<file path="src/rtl/uc_pkg.sv">
// uc_pkg: opcode, ALU operation and FSM state definitions shared by the uc_seq control unit.
package uc_pkg;
  localparam logic [2:0] OP_LOAD    = 3'b000;
  localparam logic [2:0] OP_ADD     = 3'b001;
  localparam logic [2:0] OP_ADDI    = 3'b010;
  localparam logic [2:0] OP_SUB     = 3'b011;
  localparam logic [2:0] OP_SUBI    = 3'b100;
  localparam logic [2:0] OP_MUL     = 3'b101;
  localparam logic [2:0] OP_CLEAR   = 3'b110;
  localparam logic [2:0] OP_ILLEGAL = 3'b111;
  localparam logic [2:0] ALU_PASS = 3'b000;
  localparam logic [2:0] ALU_ADD  = 3'b001;
  localparam logic [2:0] ALU_SUB  = 3'b011;
  localparam logic [2:0] ALU_MUL  = 3'b101;
  localparam logic [2:0] ALU_CLR  = 3'b110;
  typedef enum logic [1:0] {ST_OFF, ST_IDLE, ST_EXEC, ST_WRITE} state_t;
  typedef struct packed {
    logic [2:0] alu_op;
    logic       alu_src;
  } ctl_t;
  function automatic ctl_t decode_op(input logic [2:0] op);
    ctl_t c;
    c.alu_op  = (op == OP_ADD || op == OP_ADDI) ? ALU_ADD :
                (op == OP_SUB || op == OP_SUBI) ? ALU_SUB :
                op == OP_MUL ? ALU_MUL : op == OP_CLEAR ? ALU_CLR : ALU_PASS;
    c.alu_src = op == OP_LOAD || op == OP_ADDI || op == OP_SUBI;
    return c;
  endfunction
endpackage

</file>
<file path="src/rtl/uc_seq_botao_sync.sv">
// botao_sync: 2-FF synchroniser, debounce counter and one-cycle press pulse for a bouncy button.
module botao_sync #(
  parameter int DEBOUNCE_CYCLES = 250000
) (
  input  logic clk,
  input  logic rst_n,
  input  logic btn_i,
  output logic pulse_o
);
  localparam int CW = $clog2(DEBOUNCE_CYCLES + 1);
  localparam logic [CW-1:0] CMAX = CW'(DEBOUNCE_CYCLES);
  logic [1:0]    sync_q;
  logic [CW-1:0] cnt_q, cnt_d;
  logic          level_q, level_d, pulse_q;
  // counter saturates once stable so a held button yields a single pulse
  always_comb begin
    cnt_d   = !sync_q[1] ? '0 : (cnt_q == CMAX ? cnt_q : cnt_q + 1'b1);
    level_d = cnt_d == CMAX;
  end
  always_ff @(posedge clk or negedge rst_n) begin
    if (!rst_n) begin
      sync_q  <= '0;
      cnt_q   <= '0;
      level_q <= 1'b0;
      pulse_q <= 1'b0;
    end else begin
      sync_q  <= {sync_q[0], btn_i};
      cnt_q   <= cnt_d;
      level_q <= level_d;
      pulse_q <= level_d & ~level_q;
    end
  end
  assign pulse_o = pulse_q;
endmodule

</file>
<file path="src/rtl/uc_seq.sv">
// uc_seq: sequential control unit capturing one switch-bank instruction per debounced press.
module uc_seq
  import uc_pkg::*;
#(
  parameter int DATA_W          = 16,
  parameter int REG_ADDR_W      = 4,
  parameter int IMM_W           = 7,
  parameter int MUL_LAT         = 3,
  parameter int DEBOUNCE_CYCLES = 250000,
  localparam int INSTR_W        = 3 + 2 * REG_ADDR_W + IMM_W
) (
  input  logic                  clk,
  input  logic                  rst_n,
  input  logic                  ligar,
  input  logic                  enviar,
  input  logic [INSTR_W-1:0]    sw,
  output logic [REG_ADDR_W-1:0] dest,
  output logic [REG_ADDR_W-1:0] src1,
  output logic [REG_ADDR_W-1:0] src2,
  output logic [DATA_W-1:0]     imm_ext,
  output logic                  alu_src,
  output logic [2:0]            alu_op,
  output logic                  write_enable,
  output logic                  clear,
  output logic                  busy,
  output logic                  done,
  output logic                  illegal
);
  localparam int MW = $clog2(MUL_LAT + 1);
  localparam logic [MW-1:0] MUL_LAST = MW'(MUL_LAT - 1);
  logic [1:0]            ligar_q;
  logic                  accept, on, capture, exec_last;
  state_t                state_q, state_d;
  logic [MW-1:0]         cnt_q;
  logic [2:0]            op_q, sw_op, alu_op_q;
  logic                  alu_src_q;
  logic [REG_ADDR_W-1:0] dest_q, src1_q, src2_q;
  logic [IMM_W-1:0]      sw_imm;
  logic [DATA_W-1:0]     mag, imm_d, imm_q;
  ctl_t                  ctl;
  botao_sync #(.DEBOUNCE_CYCLES(DEBOUNCE_CYCLES)) u_enviar (
    .clk    (clk),
    .rst_n  (rst_n),
    .btn_i  (enviar),
    .pulse_o(accept)
  );
  always_comb begin
    sw_op     = sw[INSTR_W-1 -: 3];
    sw_imm    = sw[IMM_W-1:0];
    mag       = DATA_W'(sw_imm[IMM_W-2:0]);
    imm_d     = sw_imm[IMM_W-1] ? -mag : mag;
    ctl       = decode_op(sw_op);
    on        = ligar_q[1];
    capture   = on && state_q == ST_IDLE && accept;
    exec_last = op_q != OP_MUL || cnt_q == MUL_LAST;
    // losing power overrides everything, including a same-cycle accept
    state_d   = !on ? ST_OFF :
                state_q == ST_OFF ? ST_IDLE :
                capture ? ST_EXEC :
                state_q == ST_EXEC ? (exec_last ? ST_WRITE : ST_EXEC) :
                state_q == ST_WRITE ? ST_IDLE : state_q;
  end
  always_ff @(posedge clk or negedge rst_n) begin
    if (!rst_n) begin
      ligar_q   <= '0;
      state_q   <= ST_OFF;
      cnt_q     <= '0;
      op_q      <= '0;
      alu_op_q  <= ALU_PASS;
      alu_src_q <= 1'b0;
      dest_q    <= '0;
      src1_q    <= '0;
      src2_q    <= '0;
      imm_q     <= '0;
    end else begin
      ligar_q <= {ligar_q[0], ligar};
      state_q <= state_d;
      cnt_q   <= capture ? '0 : state_q == ST_EXEC ? cnt_q + 1'b1 : cnt_q;
      if (capture) begin
        op_q      <= sw_op;
        alu_op_q  <= ctl.alu_op;
        alu_src_q <= ctl.alu_src;
        dest_q    <= sw[INSTR_W-4 -: REG_ADDR_W];
        src1_q    <= sw[IMM_W+REG_ADDR_W-1 -: REG_ADDR_W];
        src2_q    <= sw_imm[IMM_W-1 -: REG_ADDR_W];
        imm_q     <= imm_d;
      end
    end
  end
  assign dest         = dest_q;
  assign src1         = src1_q;
  assign src2         = src2_q;
  assign imm_ext      = imm_q;
  assign alu_src      = alu_src_q;
  assign alu_op       = alu_op_q;
  assign busy         = state_q == ST_EXEC || state_q == ST_WRITE;
  assign done         = state_q == ST_WRITE;
  assign write_enable = done && op_q != OP_ILLEGAL;
  assign clear        = done && op_q == OP_CLEAR;
  assign illegal      = done && op_q == OP_ILLEGAL;
endmodule

</file>
<file path="config.mk">
export PLATFORM = sky130hd
export DESIGN_NAME = uc_seq
export DESIGN_NICKNAME = d
export VERILOG_FILES = /design/src/rtl/uc_pkg.sv /design/src/rtl/uc_seq_botao_sync.sv /design/src/rtl/uc_seq.sv
export SDC_FILE = /design/constraint.sdc
export NUM_CORES = 1
export LEC_CHECK = 0
export BUFFER_PORTS_ARGS = -buffer_cell sky130_fd_sc_hd__buf_2
export CAP_MARGIN = 20
export CELL_PAD_IN_SITES_DETAIL_PLACEMENT = 0
export CELL_PAD_IN_SITES_GLOBAL_PLACEMENT = 2
export CORE_MARGIN = 3
export CORE_UTILIZATION = 33
export DETAILED_ROUTE_END_ITERATION = 7
export GPL_ROUTABILITY_DRIVEN = 0
export PLACE_DENSITY = 0.85
export SLEW_MARGIN = 20
export SYNTH_ARGS = -nofsm -noshare
export SYNTH_HDL_FRONTEND = slang
export SYNTH_SLANG_ARGS = --single-unit
</file>
<file path="constraint.sdc">
create_clock -name clk -period 2.2 [get_ports clk]
set_input_delay 0.11 -clock clk [delete_from_list [all_inputs] [get_ports clk]]
set_output_delay 0.11 -clock clk [all_outputs]
set_load 0.01 [all_outputs]
</file>
==> results of run 1 <==
-- metrics by stage --
step                      power (mW)  instance area [µm²]  instances  hold slack [ns]  setup WS (ns)
after detailed placement        1.22                 3220        450            0.184          0.264
after floorplan                 1.15                 2850        300           -0.186          0.493
final                           2.53                 3600        477           0.0282          0.243
after global placement          1.22                 3220        450            0.169          0.370
after CTS                       2.57                 3600        477          0.00788          0.257
after global routing            2.63                 3600        477           0.0233          0.129
-- critical path, cell delays in order (launching register included) --
cell and delay (ns):
dfrtp_1 0.44, inv_1 0.14, ha_1 0.16, and4bb_1 0.21, nand3_1 0.11, nor4_4 0.29, mux2i_1 0.19, nor4_2 0.32
-- worst min-delay path by stage --
stage	start	to	slack, ns	depth (start not counted)
2_1_floorplan	rst_n	alu_op[0]	-0.19	0
3_3_place_gp	rst_n	dest[3]	0.17	1
3_5_place_dp	rst_n	dest[3]	0.18	1
4_1_cts	sw[17]	op_q[2]	0.008	3
5_1_grt	sw[15]	alu_src	0.02	2
6_report	sw[17]	op_q[2]	0.03	3
-- cells by family (layout without fill, tap and decap cells) --
group           Yosys count  after routing  share of synthesized area
xor+xnor                 23             23                     0.0707
compound gates           23             23                     0.0545
mux                       7              7                     0.0250
flops                    58             58                      0.510
simple gates            154            154                      0.268
fa+ha+maj                 5              5                     0.0220
buf+inv                  30            102                     0.0497
-- per-layer routing --
metal / vias to the layer above / GRT usage / routed length, µm
met5: - / 0 / 0
met2: 49 / 0.213 / 2940
met4: 0 / 0.0347 / 34
met3: 4 / 0.0573 / 414
met1: 1071 / 0.166 / 2790
li1: 1117 / - / -
-- synth_stat cells, types with 2 or more instances --
cell	count
and2_1	5
inv_1	12
nor2_1	28
nand3_1	12
xnor2_1	11
nand4_1	3
nor3_1	5
o21ai_0	11
and3_1	2
xor2_1	12
mux2i_1	6
nand2_1	78
a211oi_1	2
clkbuf_1	10
o31ai_1	3
nand2b_1	3
ha_1	5
nor4_2	4
buf_2	2
nor4_1	3
dfrtp_1	58
buf_4	5
-- power by group --
group	switching [mW]	internal [mW]	leakage (nW)
clock network	0.417	0.897	0.134
registers	0.0135	1.08	0.640
logic	0.0688	0.0539	0.872
-- state kept, by name (all words and copies together) (netlist names), 3 cells and up --
register,cells
dest,4
src2,4
u_enviar.cnt_q,18
src1,4
op_q,3
imm_ext,11
alu_op,3
-- area by class of cell --
class                   instances  share of cell area
flip-flops and latches         58               0.403
multi-input cells             212               0.349
repair buffers                 74               0.125
clock buffers                  11              0.0393
well taps                     105              0.0365
clock inverters                 5              0.0348
inverters                      12              0.0125
==> flow_summary_export.csv, run 1 <==
group,metric,value,unit
outcome,status,"complete, no violations",
grt,grt_usage,0.133,
placement,dpl.hpwl,4430,µm
floorplan,dieHeight,98.9,µm
logic_synthesis,yosysTopAreaCell,"dfrtp_1",
logic_synthesis,synth_area_leaders,"dfrtp_1, nand2_1, nor2_1, xor2_1, xnor2_1",
logic_synthesis,ys_ff_latch,58,
logic_synthesis,synth-main-ff-cell,"dfrtp_1",
route,drtIter0Drc,81,
cells_and_area,fill_cells,810,
route,drc,0,
route,ant_nets,0,
floorplan,ios,59,
route,vias,2241,
logic_synthesis,synth_cell_type_count,42,
sta,fin_tns_setup,0,ns
grt,grt_overflow,0,
clock_network,cts.path.max_buffers,2,
setup_path,arrival,2.19,ns
sta,min_period,1.96,ns
clock_network,cts_root_buffer,"clkbuf_8",
route,vias_per_cell,4.70,
clock_network,cts_tree,"done",
sta,maxSlewHeadroom,0.551,
power,power_density,702,nW/µm²
grt,grt_max_degree,41,
clock_network,post_cts_resized,0,
sta,slew_viol_final,0,
route,wl_per_cell,12.9,µm
setup_path,crit_path_end_kind,"flop",
setup_path,criticalPathCategory,"flop to flop",
logic_synthesis,yosys_warnings,0,
cells_and_area,diodes,0,
setup_path,reg2regPathDepth,7,
setup_path,critPathMaxFanout,6,
cells_and_area,seqCellArea,1450,µm²
cells_and_area,layout-drive-gt1-share,0.242,
logic_synthesis,syn-cell-area,2850,µm²
logic_synthesis,synth_edf_count,0,
setup_path,setup.worst_path.start,"u_enviar.cnt_q[0]",
clock_network,cts_hold_buf,11,
flow_run,maxCapViolations,0,
clock_network,cts_made_buffers,9,
sta,fin_crit_sh,0.890,
setup_path,rr_endpoint,"u_enviar.level_q",
setup_path,r2r-start,"u_enviar.cnt_q[0]",
clock_network,cts_sinks,58,
logic_synthesis,syn_inst,300,
setup_path,r2r_slack,0.24,ns
cells_and_area,fin_nets,394,
logic_synthesis,synthArstFlopShare,1.00,
logic_synthesis,syn-num-nets,327,
setup_path,required,2.44,ns
floorplan,start_util,0.343,
setup_path,endpoint,"u_enviar.level_q",
logic_synthesis,ys_seq_area_frac,0.510,
logic_synthesis,syn_avg_cell_area,9.49,µm²
floorplan,core,8300,µm²
grt,grt_pass1_vias,2232,
floorplan,die_w,98.9,µm
clock_network,h-tree-depth,3,
sta,rsz0062_at_grt,"false",
sta,tightest_slew,0.674,ns
clock_network,cts_setup_buffers,0,
sta,skew,0.00675,ns
cells_and_area,multi_input_area,1250,µm²
grt,antenna_found_initial,0,
cells_and_area,area_delta_synth_final,26.4,%
cells_and_area,finish.utilization,0.434,
sta,fmax,511,MHz
route,drt_first_pass_iters,4,
cells_and_area,final_cell_mix,"nand2_1, dfrtp_1, buf_2",
sta,finalHoldViolCount,0,
floorplan,num_rows,33,
sta,setup_violations,0,
setup_path,cp-start-kind,"flop",
grt,grt_pass1_wl,10500,µm
logic_synthesis,synth_top_area_share,0.510,
placement,port_buffers,58,
power,power.leakage,1.65,nW
cells_and_area,final_common_cell,"nand2_1",
power,ir_worst_vdd,371,µV
worst_hold_path,min_path_type,"primary input to flop",
route,drt_wl_total,6170,µm
floorplan,dieArea,9780,µm²
clock_network,clock_latency,0.34,ns
clock_network,cts.clk_slew.worst_paths,0.07,ns
Power figures use the tool's default switching activity.
==> inputs of run 2 (changes only) <==
--- a/config.mk
+++ b/config.mk
@@ -11,6 +11,7 @@
 export CELL_PAD_IN_SITES_GLOBAL_PLACEMENT = 2
 export CORE_MARGIN = 3
 export CORE_UTILIZATION = 33
+export CTS_BUF_LIST = sky130_fd_sc_hd__clkbuf_16
 export DETAILED_ROUTE_END_ITERATION = 7
 export GPL_ROUTABILITY_DRIVEN = 0
 export PLACE_DENSITY = 0.85
==> run 2 against run 1 <==
Utilization is 0.98 points higher. Combinational power is essentially flat. Register-to-register slack hardly changed. Cell count decreased by 0.21%. Sequential power about the same. Clock-buffer cell count decreased by 2. Largest cell class unchanged. Largest power group unchanged.
==> flow_summary_export.csv, run 2 (same netlist as run 1, synthesis figures left out) <==
group,metric,value,unit
outcome,status,"complete, no violations",
setup_path,critical_path.slowest_cell,"dfrtp_1",
grt,grt_pass1_wl,10600,µm
clock_network,cts_sinks,58,
placement,placed_cell_area,3220,µm²
setup_path,crit_path_end_kind,"flop",
sta,layout_setup_ws,0.229,ns
setup_path,cp_slowest_stage_delay,0.44,ns
setup_path,rr_endpoint,"u_enviar.level_q",
clock_network,cts.path.max_buffers,2,
clock_network,h-tree-depth,3,
route,drt_wl_total,6150,µm
grt,grt_pass1_vias,2241,
floorplan,dieHeight,98.9,µm
setup_path,critPathTopFamily,"simple AND/OR/NAND/NOR gates",
cells_and_area,fill_cells,797,
worst_hold_path,min_path_type,"primary input to flop",
sta,skew,0.00518,ns
setup_path,r2r_slack,0.23,ns
power,swShare,0.189,
clock_network,clock_latency,0.32,ns
setup_path,cp_num_cells,7,
sta,tightest_slew,0.669,ns
grt,grt_overflow,0,
power,power.leakage,1.69,nW
floorplan,dieArea,9780,µm²
cells_and_area,diodes,0,
route,vias,2247,
setup_path,arrival,2.19,ns
floorplan,start_util,0.343,
sta,rsz0062_at_grt,"false",
power,combPwrFrac,0.042,
flow_run,maxCapViolations,0,
sta,fin_crit_sh,0.896,
route,drc,0,
route,wl_per_cell,12.9,µm
clock_network,cts_tree,"done",
cells_and_area,area_delta_synth_final,29.3,%
setup_path,path_buf_inv,1,
cells_and_area,fin_cells,476,
sta,min_period,1.97,ns
setup_path,endpoint,"u_enviar.level_q",
setup_path,critPathMaxFanout,6,
route,drtIter0Drc,83,
cells_and_area,largest_reg_flops,18,
clock_network,cts.clk_slew.worst_paths,0.05,ns
power,p_switching,0.545,mW
cells_and_area,final_cell_mix,"nand2_1, dfrtp_1, buf_2",
power,power_density,784,nW/µm²
placement,detailedPlace.worstSlack,0.264,ns
sta,setup_violations,0,
setup_path,required,2.42,ns
cells_and_area,regMostFlops,"u_enviar.cnt_q",
grt,antenna_found_initial,0,
cells_and_area,finish.utilization,0.444,
floorplan,ios,59,
setup_path,criticalPathCategory,"flop to flop",
power,pwr-share-seq,0.378,
sta,fin_tns_setup,0,ns
clock_network,cts_setup_buffers,0,
floorplan,die_w,98.9,µm
sta,slew_viol_final,0,
floorplan,num_rows,33,
sta,hold_slack,0.0126,ns
clock_network,cts_root_buffer,"clkbuf_16",
cells_and_area,multi_input_area,1250,µm²
power,p_int,2.34,mW
cells_and_area,fin_nets,393,
route,drt_first_pass_iters,4,
placement,dp.cells,450,
sta,finalHoldViolCount,0,
grt,grt_max_degree,41,
power,clkPwrFrac,0.579,
route,ant_nets,0,
placement,dpl.hpwl,4430,µm
cells_and_area,layout-drive-gt1-share,0.240,
placement,port_buffers,58,
power,ir_worst_vdd,369,µV
cells_and_area,stdcell_area,3680,µm²
sta,fmax,507,MHz
clock_network,cts_made_buffers,9,
setup_path,worstPathCellList,"inv_1 -> ha_1 -> and4bb_1 -> nand3_1 -> nor4_4 -> mux2i_1 -> nor4_2",
setup_path,r2r-start,"u_enviar.cnt_q[0]",
sta,maxSlewHeadroom,0.554,
cells_and_area,seqCellArea,1450,µm²
power,total_power,2.88,mW
grt,grt_usage,0.134,
route,vias_per_cell,4.72,
setup_path,setup.worst_path.start,"u_enviar.cnt_q[0]",
setup_path,reg2regPathDepth,7,
cells_and_area,final_common_cell,"nand2_1",
floorplan,core,8300,µm²
setup_path,cp-start-kind,"flop",
## run 2: cell type report
type / instances / share of cell area
repair buffers: 73 / 0.120
multi-input cells: 212 / 0.341
well taps: 105 / 0.0357
inverters: 12 / 0.0122
clock inverters: 7 / 0.0360
clock buffers: 9 / 0.0612
flip-flops and latches: 58 / 0.394
## run 2: worst register-to-register path, stage by stage, from the launching register on
cell	delay [ns]
dfrtp_1	0.44
inv_1	0.14
ha_1	0.16
and4bb_1	0.21
nand3_1	0.11
nor4_4	0.30
mux2i_1	0.20
nor4_2	0.31
## run 2: how the worst min path moves through the flow
stage          cells after the start  start         to
2_1_floorplan                      0  rst_n  alu_op[0]
3_3_place_gp                       1  rst_n    dest[3]
3_5_place_dp                       1  rst_n    dest[3]
4_1_cts                            3  sw[9]    src1[2]
5_1_grt                            3  sw[9]    src1[2]
6_report                           3  sw[9]    src1[2]
## run 2: power groups by stage
stage	registers, mW	logic [mW]	clock network [mW]
6_report	1.09	0.122	1.67
5_1_grt	1.09	0.139	1.76
4_1_cts	1.09	0.125	1.72
3_5_place_dp	1.11	0.111	0
3_3_place_gp	1.11	0.110	0
2_1_floorplan	1.10	0.0504	0
## run 2: layer usage
layer  global-route usage  up-vias  part of all wire
met1                0.169     1067              0.45
li1                     -     1125                 -
met3               0.0510        5             0.061
met4               0.0378        0            0.0062
met2                0.215       50              0.48
met5                    0        -                 0
## run 2: what timing repair did
item	4_1_cts	5_1_grt
endpoints found under the hold margin	36	0
gates resized for setup	0	0
endpoints found under the setup margin	0	0
hold buffers	10	0
==> inputs of run 3 (changes only) <==
--- a/config.mk
+++ b/config.mk
@@ -7,14 +7,12 @@
 export LEC_CHECK = 0
 export BUFFER_PORTS_ARGS = -buffer_cell sky130_fd_sc_hd__buf_2
 export CAP_MARGIN = 20
-export CELL_PAD_IN_SITES_DETAIL_PLACEMENT = 0
-export CELL_PAD_IN_SITES_GLOBAL_PLACEMENT = 2
 export CORE_MARGIN = 3
-export CORE_UTILIZATION = 33
+export CORE_UTILIZATION = 40
 export CTS_BUF_LIST = sky130_fd_sc_hd__clkbuf_16
 export DETAILED_ROUTE_END_ITERATION = 7
 export GPL_ROUTABILITY_DRIVEN = 0
-export PLACE_DENSITY = 0.85
+export PLACE_DENSITY = 0.67
 export SLEW_MARGIN = 20
 export SYNTH_ARGS = -nofsm -noshare
 export SYNTH_HDL_FRONTEND = slang
==> run 3 against run 2 <==
Non-clock buffer count increased by 2. First-iteration DRC count increased by 47%. Worst hold slack improved by 0.036 ns. Die area decreased by 16%. Via count unchanged. Utilization increased by 8.6 points. Critical path depth decreased by 1. Combinational power about the same. Total power decreased by 9.2%. Critical endpoint unchanged.
==> flow_summary_export.csv, run 3 (same netlist as run 1, synthesis figures left out) <==
group,metric,value,unit
clock_network,cts.path.max_buffers,2,
clock_network,cts_sinks,58,
sta,setup_violations,0,
sta,min_period,1.90,ns
cells_and_area,multi_input_area,1250,µm²
sta,tightest_slew,0.508,ns
power,ir_worst_vdd,352,µV
cells_and_area,area_delta_synth_final,27.0,%
cells_and_area,regMostFlops,"u_enviar.cnt_q",
sta,fin_crit_sh,0.865,
clock_network,cts.clk_slew.worst_paths,0.05,ns
sta,skew,0.00451,ns
setup_path,reg2regPathDepth,6,
setup_path,critPathMaxFanout,7,
worst_hold_path,min_path_type,"primary input to flop",
setup_path,critical_path.slowest_cell,"dfrtp_1",
route,vias_per_cell,4.80,
placement,port_buffers,58,
sta,slew_viol_final,0,
setup_path,cp-start-kind,"flop",
grt,grt_overflow,0,
grt,grt_pass1_wl,10400,µm
route,drt_first_pass_iters,4,
cells_and_area,seqCellArea,1450,µm²
cells_and_area,diodes,0,
grt,grt_max_degree,41,
sta,fin_tns_setup,0,ns
clock_network,cts_made_buffers,9,
floorplan,start_util,0.417,
setup_path,cp_num_cells,6,
setup_path,critPathTopFamily,"simple AND/OR/NAND/NOR gates",
setup_path,criticalPathCategory,"flop to flop",
power,total_power,2.62,mW
sta,rsz0062_at_grt,"false",
floorplan,core,6830,µm²
grt,grt_usage,0.158,
clock_network,post_cts_resized,0,
route,drt_wl_total,5890,µm
flow_run,maxCapViolations,0,
floorplan,dieArea,8170,µm²
setup_path,worstPathCellList,"ha_1 -> nand3_1 -> xor2_1 -> nor4_1 -> o2111ai_1 -> nor4_2",
setup_path,crit_path_end_kind,"flop",
clock_network,cts_root_buffer,"clkbuf_16",
setup_path,arrival,2.13,ns
route,drtIter0Drc,122,
setup_path,required,2.43,ns
outcome,status,"complete, no violations",
route,ant_nets,0,
clock_network,clock_latency,0.32,ns
setup_path,r2r-start,"u_enviar.cnt_q[1]",
cells_and_area,fill_cells,625,
setup_path,endpoint,"u_enviar.level_q",
power,power.leakage,1.67,nW
cells_and_area,layout-drive-gt1-share,0.234,
setup_path,path_buf_inv,0,
setup_path,cp_slowest_stage_delay,0.46,ns
power,power_density,724,nW/µm²
route,drc,0,
cells_and_area,final_common_cell,"nand2_1",
route,wl_per_cell,12.6,µm
floorplan,die_w,90.4,µm
worst_hold_path,holdPathStages,3,
cells_and_area,largest_reg_flops,18,
grt,antenna_found_initial,0,
floorplan,num_rows,30,
cells_and_area,fin_nets,395,
route,vias,2247,
grt,grt_pass1_vias,2186,
clock_network,h-tree-depth,3,
floorplan,ios,59,
cells_and_area,final_cell_mix,"nand2_1, dfrtp_1, buf_2",
setup_path,setup.worst_path.start,"u_enviar.cnt_q[1]",
setup_path,r2r_slack,0.30,ns
sta,maxSlewHeadroom,0.657,
clock_network,cts_tree,"done",
floorplan,dieHeight,90.4,µm
setup_path,rr_endpoint,"u_enviar.level_q",
sta,finalHoldViolCount,0,
sta,fmax,525,MHz
placement,dpl.hpwl,4170,µm
==> run 3: how the worst min path moves through the flow <==
| stage | slack, ns | start | end |
|---|---|---|---|
| final | 0.05 | sw[4] | src2[1] |
| after detailed placement | 0.09 | rst_n | alu_src |
| after CTS | 0.04 | sw[4] | src2[1] |
| after global routing | 0.05 | sw[4] | src2[1] |
| after global placement | 0.09 | rst_n | alu_op[0] |
| after floorplan | -0.19 | rst_n | alu_op[0] |
==> run 3: what timing repair did <==
action / 4_1_cts / 5_1_grt
setup buffers: 0 / 0
hold buffers: 11 / 0
endpoints found under the hold margin: 29 / 0
==> run 3: worst register-to-register path, stage by stage (launching register included) <==
cell	delay (ns)
dfrtp_1	0.46
ha_1	0.28
nand3_1	0.11
xor2_1	0.18
nor4_1	0.28
o2111ai_1	0.24
nor4_2	0.28
==> run 3: power by group <==
group | switching [mW] | internal (mW)
combinational | 0.0670 | 0.0525
clock | 0.443 | 0.966
sequential | 0.0137 | 1.08
total | 0.524 | 2.10
==> run 3: layout make-up <==
type                    count  area share
flip-flops and latches     58       0.401
multi-input cells         212       0.347
repair buffers             75       0.123
clock buffers               9      0.0623
well taps                  96      0.0332
clock inverters             6      0.0208
inverters                  12      0.0125
==> run 3: through the flow <==
stage / area (µm²) / hold WS (ns) / std cells / worst slack, ns / utilization
6_report: 3620 / 0.0483 / 468 / 0.296 / 0.529
4_1_cts: 3620 / 0.0403 / 468 / 0.308 / 0.529
3_5_place_dp: 3210 / 0.0921 / 442 / 0.319 / 0.469
5_1_grt: 3620 / 0.0545 / 468 / 0.0919 / 0.529
3_3_place_gp: 3210 / 0.0900 / 442 / 0.403 / 0.469
2_1_floorplan: 2850 / -0.186 / 300 / 0.493 / -
==> run 3: per-layer routing <==
| metal | part of all wire | track usage | vias up |
|---|---|---|---|
| li1 | - | - | 1121 |
| met1 | 0.46 | 0.204 | 1056 |
| met2 | 0.46 | 0.245 | 59 |
| met3 | 0.050 | 0.0400 | 11 |
| met4 | 0.022 | 0.0842 | 0 |
| met5 | 0 | 0 | - |
